<file path="config.mk">
export PLATFORM = sky130hd
export DESIGN_NAME = rob_commit_ctrl_flat
export DESIGN_NICKNAME = d
export VERILOG_FILES = /design/src/rtl/rob_commit_ctrl_pkg.sv /design/src/rtl/rob_commit_ctrl_if.sv /design/src/rtl/rob_commit_ctrl.sv /design/src/flat_wrapper.sv
export SDC_FILE = /design/constraint.sdc
export NUM_CORES = 1
export LEC_CHECK = 0
export CAP_MARGIN = 20
export CORE_UTILIZATION = 39
export DETAILED_ROUTE_END_ITERATION = 8
export GPL_TIMING_DRIVEN = 0
export HOLD_SLACK_MARGIN = 0.06
export PLACE_DENSITY = 0.8
export SYNTH_ARGS = -nofsm -noshare
export SYNTH_HDL_FRONTEND = slang
export SYNTH_SLANG_ARGS = --single-unit
</file>
<file path="constraint.sdc">
create_clock -name clk -period 2.1 [get_ports clk]
set_input_delay 0.42 -clock clk [delete_from_list [all_inputs] [get_ports clk]]
set_output_delay 0.42 -clock clk [all_outputs]
set_load 0.05 [all_outputs]
</file>
<file path="src/rtl/rob_commit_ctrl_pkg.sv">
// Shared definitions for the ROB commit sequencer: widths, zero tags, head kinds, FSM encodings.
// Optional retired-instruction counter is enabled with the COMMIT_CNT_EN macro.
package rob_commit_ctrl_pkg;

    localparam int ROB_ID_W  = 4;
    localparam int REG_POS_W = 5;
    localparam int DATA_W    = 32;
    localparam int ADDR_W    = 32;
    localparam int CNT_W     = 32;

    typedef logic [ROB_ID_W-1:0]  rob_id_t;
    typedef logic [REG_POS_W-1:0] reg_pos_t;
    typedef logic [DATA_W-1:0]    data_t;
    typedef logic [ADDR_W-1:0]    addr_t;

    localparam rob_id_t  ZERO_ROB  = '0;
    localparam reg_pos_t ZERO_REG  = '0;
    localparam data_t    ZERO_WORD = '0;

    localparam logic TRUE  = 1'b1;
    localparam logic FALSE = 1'b0;

    // Head kind encodings; 3 is reserved and retires like a plain register write.
    localparam logic [1:0] KIND_REG    = 2'd0;
    localparam logic [1:0] KIND_STORE  = 2'd1;
    localparam logic [1:0] KIND_BRANCH = 2'd2;
    localparam logic [1:0] KIND_RSVD   = 2'd3;

    localparam logic [1:0] ST_COMMIT  = 2'd0;
    localparam logic [1:0] ST_WAIT_ST = 2'd1;
    localparam logic [1:0] ST_FLUSH   = 2'd2;

endpackage

</file>
<file path="src/rtl/rob_commit_ctrl_if.sv">
// Bundle of ROB-head, RegFile commit, LSB store handshake and fetch redirect signals.
// master = commit controller, slave = surrounding ROB/RegFile/LSB/fetch logic.
interface rob_commit_ctrl_if
    import rob_commit_ctrl_pkg::*;
#(
    parameter int ROB_ID_W  = rob_commit_ctrl_pkg::ROB_ID_W,
    parameter int REG_POS_W = rob_commit_ctrl_pkg::REG_POS_W,
    parameter int DATA_W    = rob_commit_ctrl_pkg::DATA_W,
    parameter int ADDR_W    = rob_commit_ctrl_pkg::ADDR_W
) ();

    logic                 head_valid_from_rob;
    logic                 head_ready_from_rob;
    logic [ROB_ID_W-1:0]  head_id_from_rob;
    logic [1:0]           head_kind_from_rob;
    logic [REG_POS_W-1:0] head_rd_from_rob;
    logic [DATA_W-1:0]    head_V_from_rob;
    logic                 head_mispred_from_rob;
    logic [ADDR_W-1:0]    head_pc_from_rob;
    logic                 pop_to_rob;
    logic                 commit_flag_to_rf;
    logic                 rollback_flag_to_rf;
    logic [REG_POS_W-1:0] rd_to_rf;
    logic [ROB_ID_W-1:0]  Q_to_rf;
    logic [DATA_W-1:0]    V_to_rf;
    logic                 store_req_to_lsb;
    logic                 store_done_from_lsb;
    logic                 jump_flag_to_if;
    logic [ADDR_W-1:0]    jump_pc_to_if;

    modport master (
        input  head_valid_from_rob, head_ready_from_rob, head_id_from_rob, head_kind_from_rob,
        input  head_rd_from_rob, head_V_from_rob, head_mispred_from_rob, head_pc_from_rob,
        input  store_done_from_lsb,
        output pop_to_rob, commit_flag_to_rf, rollback_flag_to_rf, rd_to_rf, Q_to_rf, V_to_rf,
        output store_req_to_lsb, jump_flag_to_if, jump_pc_to_if
    );

    modport slave (
        output head_valid_from_rob, head_ready_from_rob, head_id_from_rob, head_kind_from_rob,
        output head_rd_from_rob, head_V_from_rob, head_mispred_from_rob, head_pc_from_rob,
        output store_done_from_lsb,
        input  pop_to_rob, commit_flag_to_rf, rollback_flag_to_rf, rd_to_rf, Q_to_rf, V_to_rf,
        input  store_req_to_lsb, jump_flag_to_if, jump_pc_to_if
    );

endinterface

</file>
<file path="src/rtl/rob_commit_ctrl.sv">
// In-order commit sequencer at the ROB head: one retirement per cycle, store hold-off, mispredict rollback.
// COMMIT_CNT_EN adds the retired_cnt port counting every ROB pop.
module rob_commit_ctrl
    import rob_commit_ctrl_pkg::*;
#(
    parameter int ROB_ID_W  = rob_commit_ctrl_pkg::ROB_ID_W,
    parameter int REG_POS_W = rob_commit_ctrl_pkg::REG_POS_W,
    parameter int DATA_W    = rob_commit_ctrl_pkg::DATA_W,
    parameter int ADDR_W    = rob_commit_ctrl_pkg::ADDR_W
`ifdef COMMIT_CNT_EN
    ,
    parameter int CNT_W     = rob_commit_ctrl_pkg::CNT_W
`endif
) (
    input  logic               clk,
    input  logic               rst,
    rob_commit_ctrl_if.master  bus
`ifdef COMMIT_CNT_EN
    ,
    output logic [CNT_W-1:0]   retired_cnt
`endif
);

    logic [1:0]           r_state;
    logic [1:0]           w_state_next;
    logic                 r_commit_flag;
    logic                 r_rollback_flag;
    logic                 r_jump_flag;
    logic                 r_store_req;
    logic [REG_POS_W-1:0] r_rd;
    logic [ROB_ID_W-1:0]  r_q;
    logic [DATA_W-1:0]    r_v;
    logic [ADDR_W-1:0]    r_jump_pc;

    logic w_head_go;
    logic w_is_store;
    logic w_is_branch;
    logic w_pop;
    logic w_commit;
    logic w_rollback;
    logic w_store_req_next;

    always_comb begin
        w_head_go        = bus.head_valid_from_rob & bus.head_ready_from_rob;
        w_is_store       = (bus.head_kind_from_rob == KIND_STORE);
        w_is_branch      = (bus.head_kind_from_rob == KIND_BRANCH);
        w_state_next     = r_state;
        w_pop            = 1'b0;
        w_commit         = 1'b0;
        w_rollback       = 1'b0;
        w_store_req_next = r_store_req;
        case (r_state)
            ST_COMMIT: begin
                if (w_head_go) begin
                    if (w_is_store) begin
                        // Stores stay at the head until the LSB confirms the memory write.
                        w_store_req_next = 1'b1;
                        w_state_next     = ST_WAIT_ST;
                    end else begin
                        w_pop    = 1'b1;
                        w_commit = 1'b1;
                        if (w_is_branch && bus.head_mispred_from_rob) begin
                            w_rollback   = 1'b1;
                            w_state_next = ST_FLUSH;
                        end
                    end
                end
            end
            ST_WAIT_ST: begin
                if (bus.store_done_from_lsb) begin
                    w_pop            = 1'b1;
                    w_store_req_next = 1'b0;
                    w_state_next     = ST_COMMIT;
                end
            end
            ST_FLUSH: begin
                // The ROB is clearing this cycle, so whatever sits at the head is stale.
                w_state_next = ST_COMMIT;
            end
            default: begin
                w_state_next = ST_COMMIT;
            end
        endcase
    end

    // Reset must silence the combinational pop too, otherwise a ready head could dequeue mid-reset.
    assign bus.pop_to_rob          = w_pop & rst;
    assign bus.commit_flag_to_rf   = r_commit_flag;
    assign bus.rollback_flag_to_rf = r_rollback_flag;
    assign bus.jump_flag_to_if     = r_jump_flag;
    assign bus.store_req_to_lsb    = r_store_req;
    assign bus.rd_to_rf            = r_rd;
    assign bus.Q_to_rf             = r_q;
    assign bus.V_to_rf             = r_v;
    assign bus.jump_pc_to_if       = r_jump_pc;

    always_ff @(posedge clk or negedge rst) begin
        if (!rst) begin
            r_state         <= ST_COMMIT;
            r_commit_flag   <= 1'b0;
            r_rollback_flag <= 1'b0;
            r_jump_flag     <= 1'b0;
            r_store_req     <= 1'b0;
            r_rd            <= '0;
            r_q             <= '0;
            r_v             <= '0;
            r_jump_pc       <= '0;
        end else begin
            r_state         <= w_state_next;
            r_commit_flag   <= w_commit;
            r_rollback_flag <= w_rollback;
            r_jump_flag     <= w_rollback;
            r_store_req     <= w_store_req_next;
            if (w_commit) begin
                r_rd <= bus.head_rd_from_rob;
                r_q  <= bus.head_id_from_rob;
                r_v  <= bus.head_V_from_rob;
            end
            if (w_rollback) begin
                r_jump_pc <= bus.head_pc_from_rob;
            end
        end
    end

`ifdef COMMIT_CNT_EN
    logic [CNT_W-1:0] r_retired_cnt;

    // Counts every dequeue, stores included; rollback does not clear it.
    always_ff @(posedge clk or negedge rst) begin
        if (!rst) begin
            r_retired_cnt <= '0;
        end else if (w_pop) begin
            r_retired_cnt <= r_retired_cnt + 1'b1;
        end
    end

    assign retired_cnt = r_retired_cnt;
`endif

endmodule

</file>
<file path="src/flat_wrapper.sv">
// flat-port wrapper written by rule: the top's interface ports become plain ports
module rob_commit_ctrl_flat import rob_commit_ctrl_pkg::*;
#(
    parameter int ROB_ID_W  = rob_commit_ctrl_pkg::ROB_ID_W,
    parameter int REG_POS_W = rob_commit_ctrl_pkg::REG_POS_W,
    parameter int DATA_W    = rob_commit_ctrl_pkg::DATA_W,
    parameter int ADDR_W    = rob_commit_ctrl_pkg::ADDR_W

)
  (clk, rst, bus_head_valid_from_rob, bus_head_ready_from_rob, bus_head_id_from_rob, bus_head_kind_from_rob, bus_head_rd_from_rob, bus_head_V_from_rob, bus_head_mispred_from_rob, bus_head_pc_from_rob, bus_store_done_from_lsb, bus_pop_to_rob, bus_commit_flag_to_rf, bus_rollback_flag_to_rf, bus_rd_to_rf, bus_Q_to_rf, bus_V_to_rf, bus_store_req_to_lsb, bus_jump_flag_to_if, bus_jump_pc_to_if);
  rob_commit_ctrl_if #(.ROB_ID_W(ROB_ID_W), .REG_POS_W(REG_POS_W), .DATA_W(DATA_W), .ADDR_W(ADDR_W)) bus_i ();
  input  logic clk;
  input  logic rst;
  input wire logic [$bits(bus_i.head_valid_from_rob)-1:0] bus_head_valid_from_rob;
  input wire logic [$bits(bus_i.head_ready_from_rob)-1:0] bus_head_ready_from_rob;
  input wire logic [$bits(bus_i.head_id_from_rob)-1:0] bus_head_id_from_rob;
  input wire logic [$bits(bus_i.head_kind_from_rob)-1:0] bus_head_kind_from_rob;
  input wire logic [$bits(bus_i.head_rd_from_rob)-1:0] bus_head_rd_from_rob;
  input wire logic [$bits(bus_i.head_V_from_rob)-1:0] bus_head_V_from_rob;
  input wire logic [$bits(bus_i.head_mispred_from_rob)-1:0] bus_head_mispred_from_rob;
  input wire logic [$bits(bus_i.head_pc_from_rob)-1:0] bus_head_pc_from_rob;
  input wire logic [$bits(bus_i.store_done_from_lsb)-1:0] bus_store_done_from_lsb;
  output wire logic [$bits(bus_i.pop_to_rob)-1:0] bus_pop_to_rob;
  output wire logic [$bits(bus_i.commit_flag_to_rf)-1:0] bus_commit_flag_to_rf;
  output wire logic [$bits(bus_i.rollback_flag_to_rf)-1:0] bus_rollback_flag_to_rf;
  output wire logic [$bits(bus_i.rd_to_rf)-1:0] bus_rd_to_rf;
  output wire logic [$bits(bus_i.Q_to_rf)-1:0] bus_Q_to_rf;
  output wire logic [$bits(bus_i.V_to_rf)-1:0] bus_V_to_rf;
  output wire logic [$bits(bus_i.store_req_to_lsb)-1:0] bus_store_req_to_lsb;
  output wire logic [$bits(bus_i.jump_flag_to_if)-1:0] bus_jump_flag_to_if;
  output wire logic [$bits(bus_i.jump_pc_to_if)-1:0] bus_jump_pc_to_if;
  assign bus_i.head_valid_from_rob = bus_head_valid_from_rob;
  assign bus_i.head_ready_from_rob = bus_head_ready_from_rob;
  assign bus_i.head_id_from_rob = bus_head_id_from_rob;
  assign bus_i.head_kind_from_rob = bus_head_kind_from_rob;
  assign bus_i.head_rd_from_rob = bus_head_rd_from_rob;
  assign bus_i.head_V_from_rob = bus_head_V_from_rob;
  assign bus_i.head_mispred_from_rob = bus_head_mispred_from_rob;
  assign bus_i.head_pc_from_rob = bus_head_pc_from_rob;
  assign bus_i.store_done_from_lsb = bus_store_done_from_lsb;
  assign bus_pop_to_rob = bus_i.pop_to_rob;
  assign bus_commit_flag_to_rf = bus_i.commit_flag_to_rf;
  assign bus_rollback_flag_to_rf = bus_i.rollback_flag_to_rf;
  assign bus_rd_to_rf = bus_i.rd_to_rf;
  assign bus_Q_to_rf = bus_i.Q_to_rf;
  assign bus_V_to_rf = bus_i.V_to_rf;
  assign bus_store_req_to_lsb = bus_i.store_req_to_lsb;
  assign bus_jump_flag_to_if = bus_i.jump_flag_to_if;
  assign bus_jump_pc_to_if = bus_i.jump_pc_to_if;
  rob_commit_ctrl #(.ROB_ID_W(ROB_ID_W), .REG_POS_W(REG_POS_W), .DATA_W(DATA_W), .ADDR_W(ADDR_W)) u_core (.clk(clk), .rst(rst), .bus(bus_i));
endmodule
</file>
# --- Word-level counts from Yosys, hierarchy flattened ---
# Cells that the tools add are included.
word_totals:
  regBits: 78
  latchBits: 0
  romBits: 0
  elab_cells: 40
  out_inout_bits: 78
  ram_bits: 0
  mem_count: 0
  input_bits: 81
classes:
  shift: 0
  bitwise: 2
  muxes: 18
  reduce_logical: 5
  n_eq_ne: 7
  n_addsub: 0
  n_div: 0
  mul: 0
  order_cmp: 0
op_table:
  columns: ["op", "count"]
  rows:
  - ["2-to-1 mux 1 bit", 11]
  - ["2-to-1 mux 2 bit", 4]
  - ["== test 2 x 1 -> 1 bit, second input constant", 2]
  - ["inequality test 2 x 1 -> 1 bit, second input constant", 2]
  - ["one-hot mux 1 bit (2 select lines)", 2]
  - ["one-hot mux 2 bit (2 select lines)", 1]
  - ["AND reduction 4 bit", 1]
  - ["inequality test 3 x 1 -> 1 bit, second input constant", 1]
  - ["AND reduction 3 bit", 1]
  - ["AND 1 bit", 2]
  - ["== test 2 bit, second input constant", 1]
  - ["zero test 2 bit", 1]
  - ["inequality test 2 bit, second input constant", 1]
  - ["nonzero test 2 bit", 1]
  - ["logical AND 1 bit", 1]

# --- Depth between registers and ports, before layout ---
depth:
  ltp_word: 6
  mapped_depth: 5
  depth_no_buf: 3

# --- Worst setup path after synthesis ---
# OpenSTA, ideal clock, no wires.
synth_path:
  path_type: "reg2out"
  start: "register u_core.r_state[0]"
  end: "output port bus_pop_to_rob"
  slack_ns: -0.147
  path_stages_with_launch: 6
  arrival_ns: 1.827
  cell_sequence: "dfrtp_1 -> nand4bb_4 -> nand2b_4 -> buf_6 -> buf_6 -> a21oi_1"
synth_via:
  elab_chain_len: 3
  elab_cells_between_ends: 4
synth_lines:
  columns: ["element", "line_no", "text"]
  rows:
  - ["from (decl)", "rob_commit_ctrl.sv:24", "logic [1:0] r_state;"]
  - ["from (signal assigned)", "rob_commit_ctrl.sv:109", "r_state <= w_state_next;"]
  - ["== test 2 x 1 -> 1 bit / zero test 2 bit (equally long branches)", "rob_commit_ctrl.sv:52", "case (r_state)"]
  - ["one-hot mux 1 bit (2 select lines) *", "rob_commit_ctrl.sv:52", null]
  - ["AND 1 bit *", "rob_commit_ctrl.sv:87", "assign bus.pop_to_rob = w_pop & rst;"]
  - ["to (decl)", "flat_wrapper.sv:23", "output wire logic [$bits(bus_i.pop_to_rob)-1:0] bus_pop_to_rob;"]
# Every way passes the cells marked *; elsewhere a longest branch is shown, timed or not.

# --- Worst setup path in the final report ---
layout_path:
  start: "register u_core.r_rollback_flag (netlist: u_core.bus.rollback_flag_to_rf)"
  end: "output port bus_rollback_flag_to_rf"
layout_rtl:
  columns: ["element", "line_no", "text"]
  rows:
  - ["from (decl)", "rob_commit_ctrl.sv:27", "logic r_rollback_flag;"]
  - ["from (signal assigned)", "rob_commit_ctrl.sv:111", "r_rollback_flag <= w_rollback;"]
  - ["to (decl)", "flat_wrapper.sv:25", "output wire logic [$bits(bus_i.rollback_flag_to_rf)-1:0] bus_rollback_flag_to_rf;"]
# No word-level cell between the ends.

==> summary.txt <==
Timing
  – Hold slack final: 0.1529 ns
  – Hold Vio Cnt, Final: 0
  – Tmin final: 2.027 ns
  – Slew at the pin with the worst max-slew slack: 0.5736 ns
  – Final setup fails: 0
  – Fin crit share: 96.54%
  – Max Transition Viols Final: 0
  – Slew HR: 61.63%
  – Fmax: 0.4933 GHz
  – Clk_skew: 0.005318 ns
  – Setup Total Neg Slack: 0 ns

Setup path
  – Worst Path Required: 1.68 ns
  – CP max stage cell: clkdlybuf4s50_1
  – Worst path max stage delay: 0.80 ns
  – Worst EP arrival: 1.61 ns
  – Crit path cell chain: buf_4 > clkdlybuf4s50_1
  – Worst setup SP type: flip-flop
  – Worst-path fanout max: 2
  – CP Capture Type: primary output
  – Worst Setup Path Type: flip-flop to primary output

Layout
  – Diode count: 0
  – Layout area overhead: 68.64%
  – Final #Nets: 432
  – Final Util: 69.11%
  – Non-Filler Instances: 454
  – Most common cell after layout, fill and taps aside: clkdlybuf4s50_1
  – Commonest non-fill, non-tap cells in the layout: 153 x clkdlybuf4s50_1, 78 x dfrtp_1, 70 x mux2_2, 10 x clkbuf_8, 6 x buf_6
  – Share of cells above drive strength 1: 30.42%

Power and ir drop
  – Leakage: 2.164 nW
  – VDD IR max: 888.8 uV
  – Tot Pwr: 5.849 mW
  – PwrDens: 1155 nW/um^2

Clock tree
  – CTS Root Cell: clkbuf_8
  – Skew-Pair Late Insertion Delay: 0.33 ns
  – H-tree depth: 3
  – Sink Count: 78
  – Clock Tree Buf Depth: 2
  – Cts bufs inserted: 9
  – Clk slew on worst S/H paths: 0.08 ns
  – CTS tree: built

Global route
  – First-pass GRT wire length: 11610 um
  – GRT Overall Usage: 18.27%
  – GRT overflow: 0
  – Number of global-route vias before repair: 2328
  – Initial antenna violation count: 0
  – Largest net degree at the start of global routing: 35

Floorplan
  – DIE AREA: 8058 um^2
  – Die Wd: 89.77 um
  – Core area: 7331 um^2
  – I/O Pins: 159
  – Initial Util: 40.98%
  – Die height: 89.77 um
  – Row count: 31

Worst hold path
  – Hold crit path type: input pin to asynchronous set/reset pin

Synthesis
  – Yosys cell types: 16
  – Largest family of logic cells by synthesized area: multiplexers
  – YS warnings: 0
  – Synth Register Bits: 78
  – Synth Area in Compound Gates: 0.7913%
  – Synth Area in Simple Gates: 2.874%
  – Synth area leader: dfrtp_1
  – Synth Cell Area: 3004 um^2
  – Syn Area/Cell: 17.17 um^2
  – Post-synthesis xor/xnor area fraction: 0%
  – Post-synth top area share: 64.97%
  – Synth Instances: 175
  – Post-synthesis sequential area ratio: 64.97%
  – Synthesized netlist net count: 256
  – Mux share of post-synthesis cell area: 27.74%
  – Main area contributors after synthesis: dfrtp_1 65%, mux2_2 26%, buf_6 3.0%
  – Adder-Cell Fraction of Synth Area: 0%

Routing
  – Vias per Instance: 4.612
  – DRC: 0
  – Total number of vias: 2094
  – Initial DRC count: 29
  – Overall routed net length: 6838 um
  – ANT nets after route: 0
  – TritonRoute pass-1 iters: 4
  – Routed len/inst: 15.06 um

Placement
  – Gpl congestion: 0.6886
  – Dpl hpwl: 4980 um
  – Cell total after placement: 433
  – I/O Buffers: 158

Flow run
  – MaxCap Viol Count: 0

Run status
  – Status: finished clean
## state kept, by name, indices dropped and copies added (netlist names)
name / count
u_core.bus.rollback_flag_to_rf: 1
u_core.bus.V_to_rf: 32
u_core.bus.jump_pc_to_if: 32
u_core.bus.commit_flag_to_rf: 1
u_core.bus.rd_to_rf: 5
u_core.r_state: 2
u_core.bus.store_req_to_lsb: 1
u_core.bus.Q_to_rf: 4
## worst paths after layout
path | startpoint | to | slack (ns) | cells past startpoint
max | u_core.bus.rollback_flag_to_rf | bus_rollback_flag_to_rf | 0.07 | 2
min | rst | u_core.r_state[1] | 0.15 | 3
max reg2reg | u_core.r_state[1] | u_core.bus.jump_pc_to_if[11] | 0.28 | 5
min reg2reg | u_core.bus.jump_pc_to_if[6] | u_core.bus.jump_pc_to_if[6] | 0.50 | 1
max in group asynchronous | rst | u_core.bus.jump_pc_to_if[13] | 0.97 | 3
min in group clk | u_core.bus.jump_pc_to_if[6] | u_core.bus.jump_pc_to_if[6] | 0.50 | 1
## per-layer routing
layer / track usage [%] / vias up / wire length (um)
met4: 7.923 / 0 / 155
met3: 5.415 / 13 / 475
met2: 31.22 / 82 / 3551
met5: 0 / - / 0
met1: 21.31 / 1041 / 2655
li1: - / 958 / -
## critical path, delay by kind of cell, from the launching register on
family,cells,cell delay [ns]
buffers and inverters,2,0.91
flip-flops,1,0.37
## timing repair
| action | CTS | global route |
|---|---|---|
| resized for setup | 11 | 3 |
| pin swaps | 2 | 0 |
| buffers inserted | 3 | 0 |
| hold endpoints to repair | 32 | 0 |
| hold buffers | 4 | 0 |
| endpoints found under the setup margin | 1 | 1 |
## Yosys cell counts (all sizes together)
cell	instances
nor3	2
dfrtp	78
nand4bb	1
nand2	2
o32ai	1
nand2b	3
inv	3
a21oi	1
nor2	1
mux2	73
o32a	1
buf	9
## per-stage QoR
stage | setup slack (ns) | area, um^2
final | 0.07275 | 5066
after detailed placement | -0.8537 | 4738
after floorplan | 0.1264 | 3008
after global placement | -3.046 | 4713
after CTS | 0.04772 | 5051
after global routing | -0.004368 | 5066
## kinds of logic after synthesis
family                 after synthesis
flip-flops                          78
multiplexers                        73
buffers and inverters               12
AND/OR/NAND/NOR                      9
AO/OA/AOI/OAI                        3
## layout make-up
type / instances / area (um^2)
Multi-Input combinational cell: 85 / 962.2
Fill cell: 533 / 2265
Inverter: 3 / 11.26
Timing Repair Buffer: 166 / 1690
Sequential cell: 78 / 1952
Clock buffer: 11 / 141.4
Tap cell: 99 / 123.9
Buffer: 8 / 90.09
Clock inverter: 4 / 95.09
## report_power, final
group          switching [mW]  internal [mW]
registers               0.157           1.84
clock network           0.514          0.815
logic                    1.55          0.980
total                    2.22           3.63
Note: power is estimated with default switching activity, not from simulation.
